--- src/rtl/tx_mac_if.sv ---
// tx_mac_if: AXI-Stream byte channel from the TX FIFO into the transmit MAC.
//
// Signals
//   tdata   payload byte (DATA_WIDTH bits, only 8 is meaningful)
//   tvalid  source holds a valid byte
//   tlast   byte is the final payload byte of the frame
//   trdy    sink accepts the byte this cycle (a beat moves on tvalid & trdy)
//
// Modports
//   master  FIFO side: drives tdata/tvalid/tlast, observes trdy
//   slave   MAC side: observes tdata/tvalid/tlast, drives trdy
interface tx_mac_if #(
  parameter int DATA_WIDTH = 8
) ();

  logic [DATA_WIDTH-1:0] tdata;
  logic                  tvalid;
  logic                  tlast;
  logic                  trdy;

  modport master (
    output tdata,
    output tvalid,
    output tlast,
    input  trdy
  );

  modport slave (
    input  tdata,
    input  tvalid,
    input  tlast,
    output trdy
  );

endinterface

--- src/rtl/tx_mac.sv ---
// tx_mac: Ethernet transmit MAC. Pulls payload bytes from the TX FIFO over
// AXI-Stream and sends preamble, SFD, payload, zero pad up to MIN_FRAME and
// (optionally) the FCS toward the RGMII interface block, then holds an
// inter-frame gap of IFG_SIZE byte times.
//
// Ports
//   clk                MAC clock (125 MHz for gigabit)
//   reset_n            synchronous active-low reset
//   s_tx_axis          tx_mac_if.slave: tdata/tvalid/tlast in, trdy out
//   rgmii_mac_tx_data  byte toward the RGMII block
//   rgmii_mac_tx_en    frame in progress
//   rgmii_mac_tx_er    underrun marker, high for exactly one byte
//   mii_select         1 = 10/100 MII (each byte held 2 clk), 0 = gigabit
//
// Configuration macro
//   TX_MAC_FCS_EN  when defined, the CRC-32 generator is built and four FCS
//                  bytes follow the payload/pad. When undefined the frame ends
//                  after payload/pad and goes straight into the gap.
//
// Parameters
//   DATA_WIDTH  byte width of both data paths, only 8 is supported
//   IFG_SIZE    gap length in byte times after the last frame byte
//   MIN_FRAME   minimum bytes ahead of the FCS, short payloads are zero padded
module tx_mac #(
  parameter int DATA_WIDTH = 8,
  parameter int IFG_SIZE   = 12,
  parameter int MIN_FRAME  = 60
) (
  input  logic                  clk,
  input  logic                  reset_n,
  tx_mac_if.slave               s_tx_axis,
  output logic [DATA_WIDTH-1:0] rgmii_mac_tx_data,
  output logic                  rgmii_mac_tx_en,
  output logic                  rgmii_mac_tx_er,
  input  logic                  mii_select
);

  // The state names the byte that will be loaded into the output registers at
  // the next byte tick, so every output byte leaves a register one clk after
  // the decision that produced it.
  typedef enum logic [2:0] {
    IDLE,
    PREAMBLE,
    SFD,
    PAYLOAD,
    PAD,
    FCS,
    DRAIN,
    IFG
  } txState_t;

  localparam logic [10:0] MIN_COUNT     = 11'(MIN_FRAME);
  localparam logic [10:0] COUNT_MAX     = 11'h7FF;
  localparam logic [7:0]  PREAMBLE_LAST = 8'd6;
  localparam logic [7:0]  IFG_LAST      = 8'(IFG_SIZE - 1);

`ifdef TX_MAC_FCS_EN
  localparam txState_t AFTER_DATA = FCS;
`else
  localparam txState_t AFTER_DATA = IFG;
`endif

  txState_t              r_state;
  logic                  r_miiMode;
  logic                  r_toggle;
  logic [7:0]            r_phaseCnt;
  logic [10:0]           r_byteCount;
  logic [DATA_WIDTH-1:0] r_txData;
  logic                  r_txEn;
  logic                  r_txEr;

  logic                  w_tick;
  logic                  w_transfer;
  logic [10:0]           w_countNext;

`ifdef TX_MAC_FCS_EN
  logic [31:0]           r_crc;
  logic [31:0]           w_crcPayload;
  logic [31:0]           w_crcPad;

  // Byte-serial reflected CRC-32 (poly 0xEDB88320), data bits taken LSB first.
  function automatic logic [31:0] crcNext(input logic [31:0] crc,
                                          input logic [7:0]  data);
    logic [31:0] c;
    c = crc ^ {24'd0, data};
    for (int i = 0; i < 8; i++) begin
      c = c[0] ? ((c >> 1) ^ 32'hEDB88320) : (c >> 1);
    end
    return c;
  endfunction

  assign w_crcPayload = crcNext(r_crc, s_tx_axis.tdata);
  assign w_crcPad     = crcNext(r_crc, 8'h00);
`endif

  // IDLE always ticks so a waiting frame starts on the very next clk; outside
  // IDLE the MII mode ticks only on the second clk of each byte.
  assign w_tick = (r_state == IDLE) || !r_miiMode || r_toggle;

  // Ready comes from registered state and the tick only, never from tvalid.
  assign s_tx_axis.trdy = w_tick && ((r_state == PAYLOAD) || (r_state == DRAIN));
  assign w_transfer     = s_tx_axis.tvalid && s_tx_axis.trdy;

  // Frame length counter saturates rather than wrapping on jumbo frames.
  assign w_countNext = (r_byteCount == COUNT_MAX) ? r_byteCount
                                                  : r_byteCount + 11'd1;

  assign rgmii_mac_tx_data = r_txData;
  assign rgmii_mac_tx_en   = r_txEn;
  assign rgmii_mac_tx_er   = r_txEr;

  // Transmit FSM with registered outputs. Outputs only change on a byte tick,
  // which is what holds each byte for two clocks in MII mode.
  always_ff @(posedge clk) begin
    if (!reset_n) begin
      r_state     <= IDLE;
      r_miiMode   <= 1'b0;
      r_toggle    <= 1'b0;
      r_phaseCnt  <= 8'd0;
      r_byteCount <= 11'd0;
      r_txData    <= '0;
      r_txEn      <= 1'b0;
      r_txEr      <= 1'b0;
`ifdef TX_MAC_FCS_EN
      r_crc       <= 32'hFFFFFFFF;
`endif
    end else begin
      r_toggle <= (r_state == IDLE) ? 1'b0 : !r_toggle;

      if (w_tick) begin
        case (r_state)
          IDLE: begin
            r_txData <= '0;
            r_txEn   <= 1'b0;
            r_txEr   <= 1'b0;
            if (s_tx_axis.tvalid) begin
              // The first preamble byte is loaded here, so the PREAMBLE
              // state only has the remaining six to send.
              r_state     <= PREAMBLE;
              r_miiMode   <= mii_select;
              r_txData    <= 8'h55;
              r_txEn      <= 1'b1;
              r_phaseCnt  <= 8'd1;
              r_byteCount <= 11'd0;
`ifdef TX_MAC_FCS_EN
              r_crc       <= 32'hFFFFFFFF;
`endif
            end
          end

          PREAMBLE: begin
            r_txData <= 8'h55;
            r_txEn   <= 1'b1;
            if (r_phaseCnt == PREAMBLE_LAST) begin
              r_state <= SFD;
            end else begin
              r_phaseCnt <= r_phaseCnt + 8'd1;
            end
          end

          SFD: begin
            r_txData <= 8'hD5;
            r_txEn   <= 1'b1;
            r_state  <= PAYLOAD;
          end

          PAYLOAD: begin
            r_txEn <= 1'b1;
            if (w_transfer) begin
              r_txData    <= s_tx_axis.tdata;
              r_byteCount <= w_countNext;
`ifdef TX_MAC_FCS_EN
              r_crc       <= w_crcPayload;
`endif
              if (s_tx_axis.tlast) begin
                r_phaseCnt <= 8'd0;
                r_state    <= (w_countNext < MIN_COUNT) ? PAD : AFTER_DATA;
              end
            end else begin
              // FIFO ran dry mid-frame: flag one errored byte, then throw
              // away the rest of the frame.
              r_txData <= '0;
              r_txEr   <= 1'b1;
              r_state  <= DRAIN;
            end
          end

          PAD: begin
            r_txData    <= '0;
            r_txEn      <= 1'b1;
            r_byteCount <= w_countNext;
`ifdef TX_MAC_FCS_EN
            r_crc       <= w_crcPad;
`endif
            if (w_countNext >= MIN_COUNT) begin
              r_phaseCnt <= 8'd0;
              r_state    <= AFTER_DATA;
            end
          end

`ifdef TX_MAC_FCS_EN
          FCS: begin
            // Inverted CRC, least significant byte on the wire first.
            r_txData <= ~r_crc[{r_phaseCnt[1:0], 3'b000} +: 8];
            r_txEn   <= 1'b1;
            if (r_phaseCnt == 8'd3) begin
              r_phaseCnt <= 8'd0;
              r_state    <= IFG;
            end else begin
              r_phaseCnt <= r_phaseCnt + 8'd1;
            end
          end
`endif

          DRAIN: begin
            r_txData <= '0;
            r_txEn   <= 1'b0;
            r_txEr   <= 1'b0;
            if (w_transfer && s_tx_axis.tlast) begin
              r_phaseCnt <= 8'd0;
              r_state    <= IFG;
            end
          end

          IFG: begin
            r_txData <= '0;
            r_txEn   <= 1'b0;
            r_txEr   <= 1'b0;
            if (r_phaseCnt == IFG_LAST) begin
              r_phaseCnt <= 8'd0;
              r_state    <= IDLE;
            end else begin
              r_phaseCnt <= r_phaseCnt + 8'd1;
            end
          end

          default: begin
            r_txData <= '0;
            r_txEn   <= 1'b0;
            r_txEr   <= 1'b0;
            r_state  <= IDLE;
          end
        endcase
      end
    end
  end

endmodule

--- src/flat_wrapper.sv ---
// flat-port wrapper written by rule: the top's interface ports become plain ports
module tx_mac_flat 
#(
  parameter int DATA_WIDTH = 8,
  parameter int IFG_SIZE   = 12,
  parameter int MIN_FRAME  = 60
)
  (clk, reset_n, rgmii_mac_tx_data, rgmii_mac_tx_en, rgmii_mac_tx_er, mii_select, s_tx_axis_tdata, s_tx_axis_tvalid, s_tx_axis_tlast, s_tx_axis_trdy);
  tx_mac_if #(.DATA_WIDTH(DATA_WIDTH)) s_tx_axis_i ();
  input  logic clk;
  input  logic reset_n;
  output logic [DATA_WIDTH-1:0] rgmii_mac_tx_data;
  output logic rgmii_mac_tx_en;
  output logic rgmii_mac_tx_er;
  input  logic mii_select;
  input wire logic [$bits(s_tx_axis_i.tdata)-1:0] s_tx_axis_tdata;
  input wire logic [$bits(s_tx_axis_i.tvalid)-1:0] s_tx_axis_tvalid;
  input wire logic [$bits(s_tx_axis_i.tlast)-1:0] s_tx_axis_tlast;
  output wire logic [$bits(s_tx_axis_i.trdy)-1:0] s_tx_axis_trdy;
  assign s_tx_axis_i.tdata = s_tx_axis_tdata;
  assign s_tx_axis_i.tvalid = s_tx_axis_tvalid;
  assign s_tx_axis_i.tlast = s_tx_axis_tlast;
  assign s_tx_axis_trdy = s_tx_axis_i.trdy;
  tx_mac #(.DATA_WIDTH(DATA_WIDTH), .IFG_SIZE(IFG_SIZE), .MIN_FRAME(MIN_FRAME)) u_core (.clk(clk), .reset_n(reset_n), .s_tx_axis(s_tx_axis_i), .rgmii_mac_tx_data(rgmii_mac_tx_data), .rgmii_mac_tx_en(rgmii_mac_tx_en), .rgmii_mac_tx_er(rgmii_mac_tx_er), .mii_select(mii_select));
endmodule
--- config.mk ---
export PLATFORM = sky130hd
export DESIGN_NAME = tx_mac_flat
export DESIGN_NICKNAME = d
export VERILOG_FILES = /design/src/rtl/tx_mac_if.sv /design/src/rtl/tx_mac.sv /design/src/flat_wrapper.sv
export SDC_FILE = /design/constraint.sdc
export NUM_CORES = 1
export LEC_CHECK = 0
export CAP_MARGIN = 20
export CORE_ASPECT_RATIO = 0.6
export CORE_MARGIN = 1
export CORE_UTILIZATION = 50
export DETAILED_ROUTE_END_ITERATION = 12
export GPL_ROUTABILITY_DRIVEN = 0
export HOLD_SLACK_MARGIN = 0.02
export PLACE_DENSITY_LB_ADDON = 0.3
export SLEW_MARGIN = 20
export SYNTH_ARGS = -nofsm -noshare
export SYNTH_HDL_FRONTEND = slang
export SYNTH_SLANG_ARGS = --single-unit
--- constraint.sdc ---
create_clock -name clk -period 3.4 [get_ports clk]
set_clock_uncertainty 0.2 [all_clocks]
set_input_delay 0.68 -clock clk [delete_from_list [all_inputs] [get_ports clk]]
set_output_delay 0.68 -clock clk [all_outputs]
set_load 0.02 [all_outputs]
==> results by group <==
Yosys
  – Post-synth EDFFs: 0
  – Async SR Flop Fraction: 0%
  – Post-Synthesis Cells: 256
  – Yosys top cell by area: dfxtp_1
  – Post-synthesis register bit count: 34
  – Syn_area_per_cell: ~7.8 um^2
  – Top cells by count, synth: 34 x dfxtp_1, 30 x nand2_1, 30 x nor2_1
  – Sequential area share after synthesis: 33.9%
  – Synth area leaders: dfxtp_1 34%, a21oi_1 5.7%, nand2_1 5.6%
  – Synth cell types: between 50 and 60
  – Synth Warn #: 0
  – Synth Net Count: about 270
  – Mapped Area: 2010 um^2
  – Top FF cell, synth: dfxtp_1
  – Most frequent cell after synthesis: dfxtp_1
  – Yosys top cell area share: between 30% and 40%

Pwr
  – Power Density: ~630 nW/um^2
  – Logic pwr share: between 30 and 40%
  – Leakage power: roughly 0.82 nW
  – Maximum VDD drop: 0.359 mV
  – Power Internal: 0.899 mW
  – Clock share of power: 25.6%
  – Flop pwr share: a little over a third
  – Switching power: 0.588 mW
  – Switching Fraction: slightly below 40%

STA
  – Setup WS post-layout: roughly 0.47 ns
  – Fin Hold WS: 0.266 ns
  – Final period util: a little under nine tenths
  – Final setup viols: 0
  – Worst Max-Slew Pin Slew: between 0.7 and 0.8 ns
  – Setup TNS Final: 0 ns
  – Post-route minimum period: around 2.9 ns
  – Worst slew margin: between 50% and 60%
  – Final Hold Vio Count: 0
  – RSZ-0062 raised after global routing: false
  – Max Freq: 0.341 GHz
  – Final slew viol count: 0

Critical path
  – Buf/Inv on CP: 1
  – CP max-delay cell: clkdlybuf4s50_1
  – CP most frequent cell: a21oi_1
  – RR Startpoint: u_core.r_state[2]
  – Required @ worst endpoint: approximately 3.4 ns
  – CP startpoint kind: input port
  – Worst reg2reg path depth: 7
  – CP max FO: 10
  – CP Data Arrival Time: slightly below 3 ns
  – Register-to-Register Setup Slack: roughly 0.58 ns
  – Setup crit end kind: register
  – Top delay family on crit path: simple AND/OR/NAND/NOR gates
  – Worst path max stage delay: ~0.61 ns
  – WS Path Type: in -> reg
  – Critical Path, Cell by Cell: clkdlybuf4s50_1 > nor2b_1 > a21oi_1 > a2bb2oi_1 > nor2_1 > o21ai_0 > a21oi_1
  – Reg2reg end: u_core.r_byteCount[6]

Floorplan
  – # rows: 17
  – Die area: ~4300 um^2
  – Starting density of the core: 53.6%
  – # IOs: 24
  – Die W: roughly 84 um
  – Placeable Area: about 3700 um^2
  – Die Span Y: slightly above 50 um

Clock tree
  – Post-cts resize count: 0
  – Postcts setup bufs: 0
  – CTS tree: done
  – CTS Sinks: 34
  – Clock slew at reported path FFs: 0.08 ns
  – Cts-stage hold buffer count: 0
  – Max clock buf depth: 2
  – # H-tree levels: 2
  – CTS root buf: clkbuf_8
  – Clock Latency Late Sink: around 0.29 ns
  – Cts bufs inserted: 5

Hold path
  – WHS Endpoint: u_core.r_toggle
  – Hold path depth: 1
  – Min-Delay Startpoint: u_core.r_toggle
  – Hold Crit Class: reg -> reg

Finish
  – Fillcell total: 340
  – Layout cells sized above 1: roughly 9.3%
  – Final instance area: about 2400 um^2
  – Final Core Density: 63.0%
  – N_diodes: 0
  – Area growth, synth to finish: 17.5%
  – Final #Nets: ~300

Global routing
  – Initial antenna violation count: 0
  – M2 GR Usage: 35.6%
  – First-pass GRT wire length: between 9000 and 10000 um
  – Vias in the first global route: about 1800
  – Met1 Use GR: between 40% and 50%
  – All-Layer GR Usage: approximately 27%
  – Grt met3 use: 9.37%
  – Gr busiest metal: met1
  – Largest net degree at the start of global routing: 23
  – Congestion Overflow GR: 0

Outcome
  – Status: finished clean

Detailed routing
  – Drt first pass iters: 5
  – Via density: 6.38
  – Remaining DRCs: 0
  – Routed Wire Length: around 5500 um
  – Initial DRC count: 238
  – WL per Instance: about 17 um
  – Antenna Nets Post-Route: 0
  – Via count: 2087

Place
  – PortBufs: 23
  – Post-DP HPWL: a little under 4000 um
  – Placement Cell Area: 2240 um^2
  – DP Worst Slack: roughly 0.22 ns

Job
  – Max Cap Viol: 0
-- worst max path at each step --
stage | from | end | slack (ns) | depth (start not counted)
after detailed placement | s_tx_axis_tvalid | u_core.r_phaseCnt[0] | 0.22 | 7
after CTS | u_core.r_state[2] | s_tx_axis_trdy | 0.50 | 3
final | s_tx_axis_tvalid | u_core.r_byteCount[6] | 0.47 | 7
after global placement | s_tx_axis_tvalid | u_core.r_phaseCnt[0] | 0.39 | 7
after global routing | u_core.r_state[2] | s_tx_axis_trdy | 0.36 | 3
after floorplan | s_tx_axis_tvalid | u_core.r_phaseCnt[0] | 1.06 | 7
-- kinds of logic (layout without fill, tap and decap cells) --
group,Yosys count,after routing,synth area share [%]
adder cells (fa/ha/maj),3,3,1.87
AO/OA/AOI/OAI,85,85,28.9
AND/OR/NAND/NOR,112,112,27.6
multiplexers,2,2,0.998
flip-flops,34,34,33.9
XOR/XNOR,3,3,1.31
buffers and inverters,17,41,5.36
-- per-stage QoR --
stage / cells / power [mW]
after floorplan: 256 / 0.931
after global placement: 319 / 1.08
after detailed placement: 319 / 1.09
final: 327 / 1.49
after global routing: 327 / 1.58
after CTS: 327 / 1.48
-- area by class of cell --
class,count,area [um^2],share of cell area (%)
multi-input combinational,205,1220,51.6
tap,47,58.8,2.49
timing repair buffer,28,268,11.4
clock buffer,5,68.8,2.92
sequential,34,681,28.9
inverter,5,18.8,0.796
clock inverter,3,45.0,1.91
-- flip-flops by register name, indices dropped and copies added, names as in the netlist --
register	flops
u_core.r_phaseCnt	8
u_core.r_byteCount	11
u_core.r_miiMode	1
u_core.rgmii_mac_tx_en	1
u_core.rgmii_mac_tx_data	8
u_core.r_toggle	1
u_core.r_state	3
u_core.rgmii_mac_tx_er	1
-- power by group through the flow --
| stage | logic (mW) | registers (mW) | clock network [mW] |
|---|---|---|---|
| after floorplan | 0.407 | 0.525 | 0 |
| after global placement | 0.562 | 0.520 | 0 |
| after detailed placement | 0.572 | 0.522 | 0 |
| after CTS | 0.576 | 0.514 | 0.386 |
| after global routing | 0.646 | 0.523 | 0.407 |
| final | 0.589 | 0.518 | 0.380 |
-- placed cells by master (no fill, tap or decap), types with 3 or more instances in the layout --
cell type / netlist / final
o31ai_1: 8 / 8
a22oi_1: 4 / 4
a31oi_1: 3 / 3
o211ai_1: 5 / 5
a21oi_1: 23 / 23
nand4_1: 3 / 3
nor3_1: 8 / 8
or2_2: 3 / 3
dfxtp_1: 34 / 34
ha_1: 3 / 3
nand3_1: 15 / 15
clkbuf_8: 2 / 5
nor2b_1: 7 / 7
buf_4: 2 / 5
nand2_1: 30 / 30
o21ai_0: 19 / 19
inv_1: 5 / 5
nor2_1: 30 / 30
clkdlybuf4s50_1: 0 / 23
and3_1: 4 / 4
-- routing by layer --
layer / wire length (um) / share of wire, % / vias to the layer above
met3: 642 / 12 / 6
met1: 2740 / 50 / 953
li1: - / - / 998
met4: 56 / 1.0 / 0
met5: 0 / 0 / -
met2: 2040 / 37 / 130
No activity file was read; power rests on OpenSTA's default activity.
